File: src/rtl/count_modn.sv
// Modulo-N up/down counter with clear, parallel load, zero flag and a
// combinational terminal-count strobe intended for ripple-enable cascading.
module count_modn #(
  parameter int WIDTH   = 3,
  parameter int MODULUS = 8
) (
  input  logic             clk,
  input  logic             rst,
  input  logic             en,
  input  logic             up_dn,
  input  logic             clr,
  input  logic             load,
  input  logic [WIDTH-1:0] load_val,
  output logic [WIDTH-1:0] out,
  output logic             tc,
  output logic             zero
);

  // Highest legal count, and the modulus widened by one bit so that
  // MODULUS == 2**WIDTH is representable in the load range compare.
  localparam logic [WIDTH-1:0] MAX_CNT = WIDTH'(MODULUS - 1);
  localparam logic [WIDTH:0]   MOD_EXT = (WIDTH + 1)'(MODULUS);

  logic [WIDTH-1:0] cnt_q;
  logic [WIDTH-1:0] cnt_d;
  logic             at_max;
  logic             at_min;

  // Increment with wrap MODULUS-1 -> 0.
  function automatic logic [WIDTH-1:0] step_up(input logic [WIDTH-1:0] c);
    return (c == MAX_CNT) ? '0 : c + 1'b1;
  endfunction

  // Decrement with wrap 0 -> MODULUS-1.
  function automatic logic [WIDTH-1:0] step_dn(input logic [WIDTH-1:0] c);
    return (c == '0) ? MAX_CNT : c - 1'b1;
  endfunction

  // Out-of-range load values collapse to 0 so the count never leaves 0..MODULUS-1.
  function automatic logic [WIDTH-1:0] load_fix(input logic [WIDTH-1:0] v);
    return ({1'b0, v} < MOD_EXT) ? v : '0;
  endfunction

  assign at_max = (cnt_q == MAX_CNT);
  assign at_min = (cnt_q == '0);

  // Next-count selection: clear, then load, then count step, else hold.
  always_comb begin
    cnt_d = cnt_q;
    if (clr) begin
      cnt_d = '0;
    end else if (load) begin
      cnt_d = load_fix(load_val);
    end else if (en) begin
      cnt_d = up_dn ? step_up(cnt_q) : step_dn(cnt_q);
    end
  end

  // Count register; active-low reset overrides every other request.
  always_ff @(posedge clk) begin
    if (!rst) begin
      cnt_q <= '0;
    end else begin
      cnt_q <= cnt_d;
    end
  end

  // tc is high only when the coming edge will wrap, so it can feed the
  // next stage's en directly without adding a cycle of latency.
  assign tc   = en & ~clr & ~load & (up_dn ? at_max : at_min);
  assign out  = cnt_q;
  assign zero = at_min;

endmodule

File: config.mk
export PLATFORM = sky130hd
export DESIGN_NAME = count_modn
export DESIGN_NICKNAME = d
export VERILOG_FILES = /design/src/rtl/count_modn.sv
export SDC_FILE = /design/constraint.sdc
export NUM_CORES = 1
export LEC_CHECK = 0
export CAP_MARGIN = 20
export CELL_PAD_IN_SITES_DETAIL_PLACEMENT = 1
export CELL_PAD_IN_SITES_GLOBAL_PLACEMENT = 1
export CORE_AREA = 2 2 39 41
export DETAILED_ROUTE_END_ITERATION = 7
export DIE_AREA = 0 0 41 43
export PLACE_DENSITY = 0.71
export SYNTH_ARGS = -nofsm -noshare
export SYNTH_HDL_FRONTEND = slang
export SYNTH_SLANG_ARGS = --single-unit
File: constraint.sdc
create_clock -name clk -period 3 [get_ports clk]
set_clock_uncertainty 0.05 [all_clocks]
set_input_delay 0.6 -clock clk [delete_from_list [all_inputs] [get_ports clk]]
set_output_delay 0.6 -clock clk [all_outputs]
set_load 0.05 [all_outputs]
Word level (Yosys, flattened, before mapping)
Index checks and enable logic that the tools add are counted.
- flip-flop bits (word level): 3
- bits in latches: 0
- bits in writable memories: 0
- bits in read-only memories: 0
- input port bits: 9
- output and inout bits: 5
- word-level logic and storage cells: 19
- memories: 0
- $add $sub $neg: 2
- multipliers: 0
- div/mod/pow operators: 0
- order comparisons: 0
- equality and inequality tests: 1
- shift operators: 0
- mux-type cells: 6
- bitwise logic cells: 6
- reduce and logical (&&, ||, !) cells: 3
- operator list (operator ; count):
    $mux W3 ; 5
    $add A3 B1 Y3 const B ; 1
    $and A1 B1 Y1 ; 3
    $eq A3 B3 Y1 const B ; 1
    $logic_not A3 Y1 ; 1
    $not A1 Y1 ; 3
    $sub A3 B1 Y3 const B ; 1
    $reduce_bool A2 Y1 ; 1
    $reduce_or A2 Y1 ; 1
    $mux W1 ; 1

Longest topological paths before layout
- depth in word-level cells: 5
- gate-level depth with buffers: 5
- mapped depth without buffers: 5

Worst setup path after synthesis
Ideal clock, no wire load.
- path kind: reg-to-output
- from: register cnt_q[1], in the netlist out[1]
- to: output port tc
- arrival time: 2.038 ns
- required time: 2.350 ns
- slack: 0.312 ns
- cell stages (with the launch flop): 5
- buffers on the path: 0
- cell sequence: dfxtp_1 ha_1 ha_1 a21oi_1 nor4b_2
- cells in the longest elaborated chain, start to end: 3
- elaborated cells on any way between the ends: 4
- classes of those cells: 1 x eq/ne; 1 x mux; 1 x bitwise; 1 x reduce/logical
- RTL lines (item ; line ; source):
    from (decl) ; 24 ; logic [WIDTH-1:0] cnt_q;
    from (signal assigned) ; 64 ; cnt_q <= cnt_d;
    $eq A3 B3 Y1 / $logic_not A3 Y1 (equally long branches) ; 44, 45 ;
    $mux W1 (*) ; 70 ; assign tc = en & ~clr & ~load & (up_dn ? at_max : at_min);
    $and A1 B1 Y1 (*) ; 70 ;
    to (decl) ; 15 ; output logic tc,
Every way passes the cells marked *; elsewhere a longest branch is shown, timed or not.

Worst setup path after layout
- from: input port up_dn
- to: output port tc
- cells in the longest elaborated chain, start to end: 2
- RTL lines (item ; line ; source):
    from (decl) ; 10 ; input logic up_dn,
    $mux W1 ; 70 ;
    $and A1 B1 Y1 ; 70 ;
No other way between the ends.

==> impl_metrics.csv <==
group,metric,value,unit
power_and_ir_drop,power.leakage,0.1733,nW
outcome,status,"complete, no violations",
layout,final_common_cell,"clkdlybuf4s50_1",
route,wl,720,µm
power_and_ir_drop,p_clk_share,39.9,%
route,drtPass1Iterations,2,
layout,diodes,0,
power_and_ir_drop,vdd_drop_max,0.0002129,V
setup_path,path_class,"in -> out",
layout,regArea,60.06,µm²
logic_synthesis,synth.top_cell.area_share,21.92,%
layout,largest_reg_flops,3,
timing,final.setup.tns,0,ns
layout,fill_cells,173,
layout,multi_input_area,202.7,µm²
logic_synthesis,synth_area,274.0,µm²
logic_synthesis,ys_seq_elements,3,
timing,worst_slew_pin_slew,0.4903,ns
logic_synthesis,yosysTopAreaCell,"dfxtp_1",
logic_synthesis,avgSynthCellArea,8.839,µm²
setup_path,worstPathRequired,2.35,ns
grt,grt_pass1_wl,1331,µm
grt,grt_antenna_before_repair,0,
place,routabilityCongestion,0.7142,
clock_network,clock_sinks,3,
clock_network,insertion_delay,0.23,ns
timing,final-max-slew-violation-count,0,
setup_path,cp-end-kind,"primary output",
logic_synthesis,syn_nets,44,
clock_network,clockBufferDepth,2,
timing,max_freq,379.9,MHz
layout,nets,62,
route,vias_per_cell,4.609,
setup_path,critical_path_peak_fanout,6,
clock_network,path_clk_slew,0.03,ns
clock_network,cts_made_buffers,3,
power_and_ir_drop,switching_share,30.67,%
grt,grt_usage,11.32,%
die,start_util,19.80,%
flow_run,cap_violations,0,
route,drc,0,
power_and_ir_drop,p_seq_share,26.1,%
power_and_ir_drop,power.total,0.0001723,W
setup_path,critical_path.startpoint_type,"input pin",
die,die_w,41,µm
timing,relSlewSlack,67.21,%
grt,grt_pass1_vias,313,
logic_synthesis,synthCells,31,
grt,grt_max_degree,9,
route,via_count,295,
die,die_h,43,µm
clock_network,post_cts_resized,0,
die,rows,14,
setup_path,reg2reg_slack,1.51,ns
logic_synthesis,synthTopCellsByArea,"dfxtp_1, ha_1, a21oi_1",
die,die_area,1763,µm²
clock_network,h-tree-depth,1,
power_and_ir_drop,power_density,374.1,nW/µm²
die,pin_count,14,
route,dr.first_iter.drc_count,3,
layout,synthToLayoutAreaGrowth,68.04,%
grt,grt_overflow,0,
timing,finalSetupViolations,0,
timing,finalCritPeriodShare,87.74,%
logic_synthesis,ys_seq_area_share,21.92,%
clock_network,holdBufCountCts,0,
timing,rsz0062_at_grt,"no",
power_and_ir_drop,p_int,0.0001194,W
clock_network,cts_setup_buffers,0,
layout,final_layout_size_suffix_gt1_share,12.50,%
power_and_ir_drop,p_comb_share,34.0,%
logic_synthesis,yosysWarnings,0,
timing,fin_crit,2.632,ns
power_and_ir_drop,netSwitchingPower,0.00005284,W
place,numPortBuffers,13,
route,post_drt_wl_per_cell,11.25,µm
logic_synthesis,synth_cell_types,20,
hold_path,hp-class,"reg -> reg",
route,ant_nets,0,
timing,hold_viol_final,0,
setup_path,arrival,1.98,ns
clock_network,cts_tree,"built",
die,core,1384,µm²
place,dpl.hpwl,597.8,µm
layout,layout_common_cells,"clkdlybuf4s50_1, a21oi_1, ha_1",
clock_network,root_buffer,"clkbuf_4",
[cell usage after synthesis]
cell type,n
nor2b_1,1
o21ai_0,2
o211ai_1,1
a211oi_1,1
nor4b_2,1
or3_1,1
xnor2_1,1
o31ai_1,1
nor3_1,1
nor3b_2,1
mux2i_1,1
inv_1,3
and2b_1,1
dfxtp_1,3
a21oi_1,4
nor3b_1,1
a221oi_1,1
nand2_1,1
nor4b_1,1
ha_1,4
[power groups by stage]
stage | registers (W) | clock network [W] | logic, W
after detailed placement | 0.0000457 | 0 | 0.0000592
final | 0.0000450 | 0.0000686 | 0.0000586
after global routing | 0.0000455 | 0.0000801 | 0.0000636
after global placement | 0.0000456 | 0 | 0.0000581
after CTS | 0.0000451 | 0.0000714 | 0.0000595
after floorplan | 0.0000525 | 0 | 0.0000252
[cells by family (layout without fill, tap and decap cells)]
group                    Yosys count  count (layout)  share of synthesized area, %
AO/OA/AOI/OAI                     10              10                         22.38
AND/OR/NAND/NOR                    9               9                         26.48
adder cells (fa/ha/maj)            4               4                         18.27
flip-flops                         3               3                         21.92
buffers and inverters              3              20                         4.109
XOR/XNOR                           1               1                         3.197
multiplexers                       1               1                         3.653
[critical path, stage by stage]
cell and delay (ns):
clkdlybuf4s50_1 0.53, nor3b_2 0.24, a21oi_1 0.07, nor4b_2 0.35, buf_12 0.19
[metal layers]
metal / track usage (%) / vias to the layer above / part of all wire (%)
li1: - / 150 / -
met1: 14.38 / 134 / 46
met2: 16.56 / 11 / 49
met3: 4.712 / 0 / 5.0
met4: 4.000 / 0 / 0
met5: 0 / - / 0
[through the flow]
| stage | std cells | worst slack (ns) | hold slack (ns) | cell area, µm² | util [%] |
|---|---|---|---|---|---|
| after floorplan | 31 | 0.3125 | 0.7262 | 274.0 | - |
| after global placement | 60 | 0.4267 | 0.5497 | 434.2 | 31.37 |
| after detailed placement | 60 | 0.3696 | 0.5596 | 434.2 | 31.37 |
| after CTS | 64 | 0.3469 | 0.5752 | 460.4 | 33.27 |
| after global routing | 64 | 0.2878 | 0.5977 | 460.4 | 33.27 |
| final | 64 | 0.3679 | 0.5623 | 460.4 | 33.27 |
[area by class of cell]
| class | count | area share, % |
|---|---|---|
| inverters | 3 | 2.446 |
| well taps | 16 | 4.348 |
| flip-flops and latches | 3 | 13.04 |
| repair buffers | 13 | 30.43 |
| multi-input cells | 25 | 44.02 |
| clock buffers | 4 | 5.707 |
[worst paths after layout]
| check | from | end | depth (start not counted) |
|---|---|---|---|
| setup / recovery | up_dn | tc | 5 |
| hold / removal | out[1]$_SDFFE_PP0P_ | out[1]$_SDFFE_PP0P_ | 2 |
| setup reg to reg | out[0]$_SDFFE_PP0P_ | out[0]$_SDFFE_PP0P_ | 5 |
| hold reg to reg | out[1]$_SDFFE_PP0P_ | out[1]$_SDFFE_PP0P_ | 2 |
Power figures use the tool's default switching activity.
